--- src/rtl/usd_apu_bridge.sv ---
`default_nettype none
// ============================================================================
// Module   : usd_apu_bridge
// Purpose  : Bridges single APU commands into a command FIFO and returns the
//            matching result (or a timeout) from a non-FWFT result FIFO.
//            Optional statistics counters: define USD_BRIDGE_STATS_EN.
// Revision : 1.0  initial release
// ============================================================================
module usd_apu_bridge #(
    parameter logic [23:0] TIMEOUT_CYCLES = 24'd1000000
) (
    input  logic        apuClk,
    input  logic        sysRst,
    input  logic        apuCmdValid,
    input  logic [71:0] apuCmdData,
    output logic        apuCmdReady,
    input  logic        cmdFifoFull,
    output logic        cmdFifoWrEn,
    output logic [71:0] cmdFifoData,
    input  logic        resultFifoEmpty,
    output logic        resultFifoRdEn,
    input  logic [35:0] resultFifoData,
    output logic        apuRespValid,
    output logic [35:0] apuRespData,
    output logic        apuRespTimeout,
    input  logic        apuRespAck,
    output logic        busy
`ifdef USD_BRIDGE_STATS_EN
    ,
    output logic [15:0] cmdCount,
    output logic [15:0] respCount,
    output logic [15:0] dropCount
`endif
);

    localparam logic [23:0] c_TIMEOUT_LAST = TIMEOUT_CYCLES - 24'd1;

    typedef enum logic [2:0] {
        IDLE  = 3'd0,
        PUSH  = 3'd1,
        WAIT  = 3'd2,
        CAPT  = 3'd3,
        DRAIN = 3'd4,
        HOLD  = 3'd5
    } state_t;

    state_t      r_state;
    state_t      w_nextState;
    logic [23:0] r_timer;
    logic [71:0] r_cmdData;
    logic        r_respValid;
    logic [35:0] r_respData;
    logic        r_respTimeout;
    logic        w_cmdReady;
    logic        w_wrEn;
    logic        w_rdEn;
    logic        w_timeout;

    always_ff @(posedge apuClk) begin
        if (sysRst) begin
            r_state <= IDLE;
        end else begin
            r_state <= w_nextState;
        end
    end

    always_comb begin
        w_nextState = r_state;
        w_cmdReady  = 1'b0;
        w_wrEn      = 1'b0;
        w_rdEn      = 1'b0;
        w_timeout   = 1'b0;
        case (r_state)
            IDLE: begin
                // A stray result is flushed before any new command is taken
                if (!resultFifoEmpty) begin
                    w_rdEn      = 1'b1;
                    w_nextState = DRAIN;
                end else begin
                    w_cmdReady = 1'b1;
                    if (apuCmdValid) begin
                        w_nextState = PUSH;
                    end
                end
            end
            PUSH: begin
                if (!cmdFifoFull) begin
                    w_wrEn      = 1'b1;
                    w_nextState = r_cmdData[71] ? IDLE : WAIT;
                end
            end
            WAIT: begin
                if (!resultFifoEmpty) begin
                    w_rdEn      = 1'b1;
                    w_nextState = CAPT;
                end else if (r_timer == c_TIMEOUT_LAST) begin
                    w_timeout   = 1'b1;
                    w_nextState = HOLD;
                end
            end
            CAPT:  w_nextState = HOLD;
            DRAIN: w_nextState = IDLE;
            HOLD: begin
                if (apuRespAck) begin
                    w_nextState = IDLE;
                end
            end
            default: w_nextState = IDLE;
        endcase
    end

    always_ff @(posedge apuClk) begin
        if (sysRst) begin
            r_timer       <= 24'd0;
            r_cmdData     <= 72'd0;
            r_respValid   <= 1'b0;
            r_respData    <= 36'd0;
            r_respTimeout <= 1'b0;
        end else begin
            if (w_cmdReady && apuCmdValid) begin
                r_cmdData <= apuCmdData;
            end
            if (r_state == PUSH) begin
                r_timer <= 24'd0;
            end else if (r_state == WAIT) begin
                r_timer <= r_timer + 24'd1;
            end
            // Result data is present on the FIFO one cycle after the read strobe
            if (r_state == CAPT) begin
                r_respData  <= resultFifoData;
                r_respValid <= 1'b1;
            end
            if (w_timeout) begin
                r_respData    <= 36'd0;
                r_respValid   <= 1'b1;
                r_respTimeout <= 1'b1;
            end
            if ((r_state == HOLD) && apuRespAck) begin
                r_respValid   <= 1'b0;
                r_respTimeout <= 1'b0;
            end
        end
    end

    // Strobes are suppressed while reset is asserted so an abandoned command
    // cannot emit a late write or read.
    assign apuCmdReady    = w_cmdReady & ~sysRst;
    assign cmdFifoWrEn    = w_wrEn & ~sysRst;
    assign resultFifoRdEn = w_rdEn & ~sysRst;
    assign cmdFifoData    = r_cmdData;
    assign apuRespValid   = r_respValid;
    assign apuRespData    = r_respData;
    assign apuRespTimeout = r_respTimeout;
    assign busy           = (r_state != IDLE);

`ifdef USD_BRIDGE_STATS_EN
    logic [15:0] r_cmdCount;
    logic [15:0] r_respCount;
    logic [15:0] r_dropCount;

    always_ff @(posedge apuClk) begin
        if (sysRst) begin
            r_cmdCount  <= 16'd0;
            r_respCount <= 16'd0;
            r_dropCount <= 16'd0;
        end else begin
            if (w_wrEn) begin
                r_cmdCount <= r_cmdCount + 16'd1;
            end
            if (r_state == CAPT) begin
                r_respCount <= r_respCount + 16'd1;
            end
            if ((r_state == DRAIN) || w_timeout) begin
                r_dropCount <= r_dropCount + 16'd1;
            end
        end
    end

    assign cmdCount  = r_cmdCount;
    assign respCount = r_respCount;
    assign dropCount = r_dropCount;
`endif

endmodule
`default_nettype wire

--- config.mk ---
export PLATFORM = sky130hd
export DESIGN_NAME = usd_apu_bridge
export DESIGN_NICKNAME = d
export VERILOG_FILES = /design/src/rtl/usd_apu_bridge.sv
export SDC_FILE = /design/constraint.sdc
export NUM_CORES = 1
export LEC_CHECK = 0
export ABC_CLOCK_PERIOD_IN_PS = 1900
export CORE_MARGIN = 2
export CORE_UTILIZATION = 35
export DETAILED_ROUTE_END_ITERATION = 8
export GPL_TIMING_DRIVEN = 1
export MAX_ROUTING_LAYER = met4
export PLACE_DENSITY = 0.71
export SLEW_MARGIN = 10
export SYNTH_ARGS = -nofsm -noshare
export SYNTH_HDL_FRONTEND = slang
export SYNTH_SLANG_ARGS = --single-unit
--- constraint.sdc ---
create_clock -name apuClk -period 1.9 [get_ports apuClk]
set_input_delay 0.38 -clock apuClk [delete_from_list [all_inputs] [get_ports apuClk]]
set_output_delay 0.38 -clock apuClk [all_outputs]
set_load 0.01 [all_outputs]
# Yosys cells after proc, flatten, opt, wreduce, memory -nomap -nowiden
# Cells that the tools add are included.
dict set report totals {
  inputBits 114
  reg_bits 137
  rom_bits 0
  memories 0
  latchBits 0
  wordCells 49
  ram_bits 0
}
dict set report classes {
  order_cmp 0
  n_mux 19
  n_reduce_logical 10
  n_addsub 1
  n_shift 0
  n_div 0
  bitwise 4
  n_eq_ne 9
  multipliers 0
}
# cell count
set op_table {}
lappend op_table {{$add 24x1->24 const B} 1}
lappend op_table {{$eq 24x20->1 const B} 1}
lappend op_table {{$mux 3} 6}
lappend op_table {{$pmux 3 s5} 1}
lappend op_table {{$mux 1} 11}
lappend op_table {{$reduce_or 2->1} 4}
lappend op_table {{$eq 3x2->1 const B} 2}
lappend op_table {{$ne 3x3->1 const B} 2}
lappend op_table {{$ne 2x2->1 const B} 2}
lappend op_table {{$reduce_and 4->1} 1}
lappend op_table {{$and 1x1->1} 3}
lappend op_table {{$eq 3x1->1 const B} 1}
lappend op_table {{$eq 3x3->1 const B} 1}
lappend op_table {{$logic_not 3->1} 1}
lappend op_table {{$reduce_bool 3->1} 1}
lappend op_table {{$logic_and 1x1->1} 2}
lappend op_table {{$mux 2} 1}
lappend op_table {{$reduce_bool 2->1} 1}
lappend op_table {{$not 1->1} 1}

# Logic depth before layout (Yosys ltp)
# Gate-level depths: netlist (run 1).
dict set report depth {
  depth_word 5
  ltp_mapped 7
  mapped_depth_nobuf 5
}

# Worst setup path after synthesis (run 1)
# No wires, ideal clock.
dict set report synth_timing {
  path_type {register to register}
  startpoint {register r_state[0]}
  endpoint {register r_timer[23]}
  n_path_buf 0
  setup_time_ps 70
  t_required_ps 1830
  slack_ps 142
  t_arrival_ps 1688
  stages_incl_launch_ff 5
  cell_sequence {dfxtp_1 -> nand4bb_4 -> or4_4 -> or4_1 -> a21oi_1}
}
dict set report synth_via {
  elab_chain_cells 2
  elab_cells_between_ends 3
  classes_between {eq/ne: 2; reduce/logical: 1}
}
# element line_no
set synth_rtl {}
lappend synth_rtl {{start, declared} 47} ;# state_t r_state;
lappend synth_rtl {{start signal, assigned} 63} ;# r_state <= w_nextState;
lappend synth_rtl {{$eq 3x1->1} 123} ;# if (r_state == PUSH) begin
lappend synth_rtl {{$reduce_or 2->1 (no source line)} -}
lappend synth_rtl {{end signal, assigned} 126} ;# r_timer <= r_timer + 24'd1;
lappend synth_rtl {{end, declared} 49} ;# logic [23:0] r_timer;
# Parallel ways exist; a longest one is shown, timed or not.
# A chain may end at the register's enable or synchronous reset.

# Final worst setup path (run 1)
dict set report layout_timing {
  startpoint {register r_timer[13]}
  endpoint {register r_respData[3] (netlist: apuRespData[3])}
}
dict set report layout_via {
  elab_chain_cells 5
}
# element line_no
set layout_rtl {}
lappend layout_rtl {{$eq 24x20->1} 96} ;# end else if (r_timer == c_TIMEOUT_LAST) begin
lappend layout_rtl {{$mux 1} 96}
lappend layout_rtl {{$mux 1} 93} ;# if (!resultFifoEmpty) begin
lappend layout_rtl {{$mux 1} 73} ;# case (r_state)
lappend layout_rtl {{$reduce_or 2->1 (no source line)} -}
lappend layout_rtl {{end signal, assigned} 130} ;# r_respData <= resultFifoData;
lappend layout_rtl {{end, declared} 52} ;# logic [35:0] r_respData;
# Every way passes these cells.

==> results of run 1 <==
## routing by layer
layer,track usage [%],part of all wire (%),up-vias
met3,6.75,7.0,43
met1,23.5,42,2472
met2,32.3,48,179
met4,9.44,3.1,0
met5,-,0,-
li1,-,-,2705
## cell usage after synthesis (2+ instances only)
cell / instances / area (um^2)
clkbuf_1: 37 / 139
nor2b_1: 6 / 37.5
nand3_1: 10 / 50.1
or4_1: 8 / 60.1
inv_1: 4 / 15.0
a31oi_1: 2 / 12.5
dfxtp_1: 137 / 2740
xnor2_1: 3 / 26.3
buf_2: 4 / 20.0
o21ai_0: 10 / 50.1
nor4_1: 4 / 25.0
nand2b_1: 2 / 12.5
nor2_1: 11 / 41.3
and3_1: 4 / 25.0
or3_1: 9 / 56.3
nor3_1: 2 / 10.0
nand2_1: 228 / 856
o31ai_1: 8 / 60.1
nor3b_1: 2 / 15.0
a21oi_1: 131 / 656
xor2_1: 3 / 26.3
and4_1: 5 / 43.8
nand4_1: 5 / 31.3
## report_power, final
group / leakage (nW) / total, W / internal (W) / switching (W)
Combinational: 1.64 / 0.00102 / 0.000573 / 0.000442
Clock: 0.274 / 0.00316 / 0.00197 / 0.00119
Sequential: 1.11 / 0.00305 / 0.00299 / 0.0000649
## area by class of cell
cell class              instances  area, um^2
repair buffers                267        2660
clock inverters                 9         100
inverters                       4        15.0
multi-input cells             474        2380
fillers                      1286        5990
clock buffers                  21         460
flip-flops and latches        137        2760
well taps                     184         230
## state kept, by name, summed over array words and instances (netlist names)
register,count
cmdFifoData,72
apuRespData,36
r_timer,24
r_state,3
apuRespTimeout,1
apuRespValid,1
## logic make-up (layout without fill, tap and decap cells)
family | count (synthesis) | in the layout
fa+ha+maj | 1 | 1
xor+xnor | 6 | 6
simple gates | 306 | 306
buf+inv | 46 | 301
flops | 137 | 137
compound gates | 161 | 161
## worst max-delay path: cells and delay by family, from the launching register on
kind                   cells  cell delay (ns)
AO/OA/AOI/OAI              2             0.43
flip-flops                 1             0.37
AND/OR/NAND/NOR            2             0.61
buffers and inverters      2             0.36
## what timing repair did
| action | CTS | global route |
|---|---|---|
| endpoints found under the setup margin | 8 | 47 |
| gates cloned | 0 | 2 |
| resized for setup | 15 | 21 |
| pin swaps | 0 | 7 |
| setup buffers | 0 | 3 |
## layout by cell type (no fill, tap or decap), drive strengths merged, types with 2 or more instances in the layout
cell type and instances:
buf 41, dfxtp 137, bufinv 2, nand3 11, clkinv 5, nand2b 2, nand4 5, nor3 2
inv 4, a31oi 2, o31ai 8, nor4 4, and4 5, xor2 3, clkinvlp 2, xnor2 3
nor2b 6, nand2 228, nor3b 2, and3 4, o21ai 10, nor2 11, a21oi 131, or3 9
or4 9, clkdlybuf4s50 222, clkbuf 24
## how the worst max path moves through the flow
| stage | depth (start not counted) | endpoint | slack (ns) | from |
|---|---|---|---|---|
| after floorplan | 4 | r_timer[23] | 0.14 | r_state[0] |
| after global placement | 4 | apuCmdReady | -0.30 | resultFifoEmpty |
| after detailed placement | 4 | apuCmdReady | -0.34 | resultFifoEmpty |
| after CTS | 5 | apuCmdReady | -0.04 | r_state[0] |
| after global routing | 6 | apuRespData[2] | -0.06 | r_timer[13] |
| final | 6 | apuRespData[3] | 0.02 | r_timer[13] |
## stage by stage
stage	utilization (%)	setup TNS [ns]	area, um^2	worst slack, ns
global placement	54.2	-19.35	7900	-0.305
floorplan	-	0	5240	0.142
finish	58.9	0	8600	0.0175
detailed placement	54.2	-21.81	7900	-0.343
global route	58.9	-1.42	8600	-0.0574
CTS	58.0	-0.0642	8460	-0.0437
==> summary.txt, run 1 <==
Outcome
  • Outcome: complete, no violations

Setup path
  • Worst EP arrival: 2.19 ns
  • Crit. End Element: flip-flop
  • Reg2Reg Launch Point: r_timer[13]
  • Slowest cell on crit path: o41ai_4
  • End of the worst register-to-register path: apuRespData[3]
  • Worst path cell trace: nor4_4 -> nand4_1 -> o41ai_4 -> buf_6 -> clkbuf_16 -> a21oi_1
  • Reg2reg setup slack: 0.02 ns
  • Worst Path Max Fanout: 18
  • WS Path Type: flip-flop to flip-flop
  • CP Data Required Time: 2.21 ns
  • Critical path startpoint category: flip-flop
  • Worst path max stage delay: 0.38 ns
  • Worst r2r path cells: 6

Clocking
  • CTS Sinks: 137
  • Clock buffer depth: 2
  • Root Buffer: clkbuf_16
  • Reg clk slew, reported paths: 0.06 ns
  • Post-CTS Hold Buffers: 0
  • H-Tree Depth: 4
  • CTS tree: done
  • Num CTS Buffers: 17
  • Clk Latency, worst-skew pair: 0.42 ns

Place
  • Port Buffers: 227
  • Post-Place Cells: 1,061
  • HPWL Detailed: 11,200 um
  • Final Wtd Congestion: 0.788

Power and ir drop
  • Pwr Total: 0.00723 W
  • Peak VDD IR: 0.581 mV
  • Power Dens Cells: 841 nW/um^2
  • Static leakage: 3.02 nW

STA
  • Highest Clock Rate: 0.531 GHz
  • Endpoints failing setup: 0
  • Period utilization: 99.1%
  • Slew HR: 67.9%
  • Final hold vios: 0
  • Post-route minimum period: 1.88 ns
  • Hold slack: 0.448 ns
  • RSZ-0062 raised after global routing: true
  • Clock skew: 0.00474 ns
  • Measured slew at the worst slew-check pin: 0.481 ns
  • Slew Limit Fails: 0

Min path
  • Worst min path class: flip-flop to flip-flop
  • Hold EP: apuRespData[12]
  • Hold_sp: apuRespData[12]
  • Hold Path Stages: 2

Routing
  • Via density: 4.93
  • Drt initial violations: 238
  • Final ANT Viol Nets: 0
  • Wire per inst: 14.8 um
  • Residual DRC: 0
  • Final wirelength: 16,200 um
  • Detailed Routing Iterations Pass 1: 4
  • Vias: 5,399

Cells and area
  • Nets: 1,016
  • Area growth syn-to-layout: 64.0%
  • Layout Cells excl Fill: 1,096
  • Share of cells above drive strength 1: 10.7%
  • Diode count: 0

Yosys
  • Cells after Synth: 657
  • Synth Warn #: 0
  • Flops & latches, synth: 137
  • Seq/Total Area, Yosys: 52.3%
  • EDFF count, synth: 0
  • Top FF cell, synth: dfxtp_1
  • XOR/XNOR Fraction of Synth Area: 1.00%
  • Mux contribution to synthesized area: 0%
  • Synthesized cell area: 5240 um^2
  • Post-synthesis compound-gate area fraction: 16.8%
  • Syn avg cell area: 7.98 um^2
  • Net Count, Synth: 772
  • Post-synthesis cell type count: 45
  • Post-Synth Simple-Gate Area: 26.2%
  • FFs w/ async S/R, synth: 0%
  • Largest family of logic cells by synthesized area: simple AND/OR/NAND/NOR gates
  • Synthesized-area fraction occupied by adder cells: 0.239%

GRT
  • First-pass GRT wire length: 25,600 um
  • Gr ovfl total: 0
  • Largest net degree at the start of global routing: 45
  • GRT Util Overall: 20.4%
  • Vias in the first global route: 5,281
  • Antenna violations before repair: 0

Floorplan
  • Ports: 228
  • # rows: 44
  • Die Width: 126 um
  • Initial Util: 35.9%
  • Chip height: 126 um
  • Die ar.: 16,000 um^2
  • Core ar.: 14,600 um^2

Run
  • MaxCap Viol Count: 0
(Power assumes the default switching activity.)
==> run 2: changes to the inputs <==
Settings changed: SKIP_LAST_GASP set to 1.
==> run 2 against run 1 <==
Compared with the run above: global-route usage unchanged; register-to-register slack about the same; final cell count unchanged; critical path depth unchanged.
==> summary.txt, run 2 (synthesis gave the netlist of run 1 again) <==
STA
  • Slew Limit Fails: 0 (unchanged)
  • Measured slew at the worst slew-check pin: 0.488 ns (+0.00613 ns)
  • Endpoints failing setup: 0 (unchanged)
  • Highest Clock Rate: 0.533 GHz (+0.41%)
  • Final hold vios: 0 (unchanged)
  • Clock skew: 0.00554 ns (+0.000797 ns)
  • RSZ-0062 raised after global routing: true
  • Slew HR: 67.5% (-0.41 points)
  • Post-route minimum period: 1.87 ns (-0.00765 ns)
  • Period utilization: 98.7% (-0.40 points)

GRT
  • First-pass GRT wire length: 25,600 um (unchanged)
  • Vias in the first global route: 5,281 (unchanged)
  • Antenna violations before repair: 0 (unchanged)
  • GRT Util Overall: 20.4% (unchanged)
  • Largest net degree at the start of global routing: 45 (unchanged)
  • Gr ovfl total: 0 (unchanged)

Power and ir drop
  • Switching share of power: 23.6% (+0.058 points)
  • Internal: 0.00553 W (about the same)
  • Sequential Power Share: 42.2% (about the same)
  • Static leakage: 3.02 nW (about the same)
  • Net load switching power: 0.00170 W (+0.33%)
  • Comb power frac: 14.1% (about the same)
  • Peak VDD IR: 0.567 mV (-2.4%)
  • Pwr Total: 0.00723 W (about the same)
  • Clk pwr share: 43.8% (about the same)
  • Power Dens Cells: 843 nW/um^2 (+0.20%)

Setup path
  • WS Path Type: flip-flop to flip-flop
  • Crit. End Element: flip-flop
  • Delay-heaviest family, CP: simple AND/OR/NAND/NOR gates
  • Worst EP arrival: 2.18 ns (about the same)
  • Worst path max stage delay: 0.38 ns (about the same)
  • Worst Path Max Fanout: 18 (unchanged)
  • CP Data Required Time: 2.21 ns (about the same)
  • Slowest cell on crit path: o41ai_4
  • Critical path startpoint category: flip-flop
  • CP Buf/Inv Count: 2 (unchanged)
  • Worst path cell trace: nor4_4 -> nand4_1 -> o41ai_4 -> buf_6 -> clkbuf_16 -> a21oi_1

Cells and area
  • Layout Cells excl Fill: 1,096 (unchanged)
  • Nets: 1,016 (unchanged)
  • Diode count: 0 (unchanged)
  • Post-route cell area: 8590 um^2 (-0.12%)
  • Area growth syn-to-layout: 63.8%
  • Share of cells above drive strength 1: 10.5% (-0.22 points)
  • Finished Core Util: 58.9% (-0.069 points)
  • Footprint of the multi-input gates: 2380 um^2 (-0.16%)
  • Area occupied by registers: 2750 um^2 (-0.23%)
  • Most common cell after layout, fill and taps aside: nand2_1
  • Most frequent cells in the layout: nand2_1 (227), clkdlybuf4s50_1 (222), dfxtp_1 (132), a21oi_1 (131), buf_4 (32)
  • Filler cells: 1,284 (-0.16%)
  • Max reg flops: 72 (unchanged)

Clocking
  • Num CTS Buffers: 17 (unchanged)
  • CTS Sinks: 137 (unchanged)
  • H-Tree Depth: 4 (unchanged)
  • Reg clk slew, reported paths: 0.06 ns (about the same)
  • Root Buffer: clkbuf_16
  • Clk Latency, worst-skew pair: 0.42 ns (about the same)
  • CTS tree: done
  • Clock buffer depth: 2 (unchanged)

Floorplan
  • Die Width: 126 um (unchanged)
  • Chip height: 126 um (unchanged)
  • Core ar.: 14,600 um^2 (unchanged)
  • Die ar.: 16,000 um^2 (unchanged)
  • Initial Util: 35.9% (unchanged)
  • # rows: 44 (unchanged)
  • Ports: 228 (unchanged)

Min path
  • Worst min path class: flip-flop to flip-flop

Run
  • MaxCap Viol Count: 0 (unchanged)

Place
  • Final Wtd Congestion: 0.788 (unchanged)
  • Post-Place Cells: 1,061 (unchanged)
  • Port Buffers: 227 (unchanged)
  • Placed Area: 7900 um^2 (unchanged)
  • HPWL Detailed: 11,200 um (unchanged)

Routing
  • Vias: 5,418 (+0.35%)
  • Final wirelength: 16,200 um (about the same)
  • Via density: 4.94 (+0.35%)
  • Final ANT Viol Nets: 0 (unchanged)
  • Residual DRC: 0 (unchanged)
  • Wire per inst: 14.7 um (about the same)
  • Detailed Routing Iterations Pass 1: 4 (unchanged)
  • Drt initial violations: 244 (+2.5%)

Outcome
  • Outcome: complete, no violations
==> run 2: changes by cell type in the layout (fill, tap and decap cells not counted) <==
cell     previous run  this run
dfxtp_4             2         0
dfxtp_2             4         5
a21oi_2             1         0
a21oi_1           130       131
dfxtp_1           131       132
==> run 2: power groups by stage <==
| stage | Combinational, W | Clock, W | Sequential (W) |
|---|---|---|---|
| 2_1_floorplan | 0.000334 | 0 | 0.00315 |
| 3_3_place_gp | 0.000999 | 0 | 0.00310 |
| 3_5_place_dp | 0.00100 | 0 | 0.00311 |
| 4_1_cts | 0.00100 | 0.00324 | 0.00305 |
| 5_1_grt | 0.00111 | 0.00336 | 0.00306 |
| 6_report | 0.00102 | 0.00317 | 0.00305 |
==> run 2: worst reg2reg max path, cell delays in order (launching register included) <==
cell,delay (ns)
dfxtp_1,0.37
nor4_4,0.35
nand4_1,0.25
o41ai_4,0.38
buf_6,0.18
clkbuf_16,0.18
a21oi_1,0.06
==> run 2: layer usage <==
metal	GRT usage, %	part of all wire, %	vias up
li1	-	-	2711
met4	9.44	3.1	0
met5	-	0	-
met3	6.75	7.2	44
met1	23.5	42	2478
met2	32.3	47	185
==> run 2: repair_timing <==
item / 4_1_cts / 5_1_grt
gates resized for setup: 15 / 17
pin swaps: 0 / 5
setup endpoints to repair: 8 / 47
cloned: 0 / 2
buffers inserted: 0 / 3
hold buffers: 0 / 0
==> run 2: per-stage QoR <==
stage | hold slack, ns | setup TNS [ns] | worst slack, ns
5_1_grt | 0.467 | -1.74 | -0.0655
2_1_floorplan | 0.448 | 0 | 0.142
6_report | 0.448 | 0 | 0.0251
3_5_place_dp | 0.446 | -21.81 | -0.343
4_1_cts | 0.442 | -0.0642 | -0.0437
3_3_place_gp | 0.441 | -19.35 | -0.305
==> run 2: layout make-up <==
cell class              instances  share of cell area, %
clock buffers                  21                   5.36
clock inverters                 9                   1.17
inverters                       4                  0.175
multi-input cells             474                   27.7
flip-flops and latches        137                   32.0
well taps                     184                   2.68
repair buffers                267                   30.9
==> run 2: path summary, 6_finish.rpt <==
kind / startpoint / endpoint / slack [ns] / depth (start not counted)
worst max-delay path: r_timer[10] / apuRespData[3] / 0.03 / 6
worst min-delay path: apuRespData[12] / apuRespData[12] / 0.45 / 2
worst max register to register: r_timer[10] / apuRespData[3] / 0.03 / 6
worst min register to register: apuRespData[12] / apuRespData[12] / 0.45 / 2
==> run 3: changes to the inputs <==
Settings changed: CAP_MARGIN set to 20.
==> results of run 3 <==
The final DEF is identical to that of run 2; final timing and power are the same.
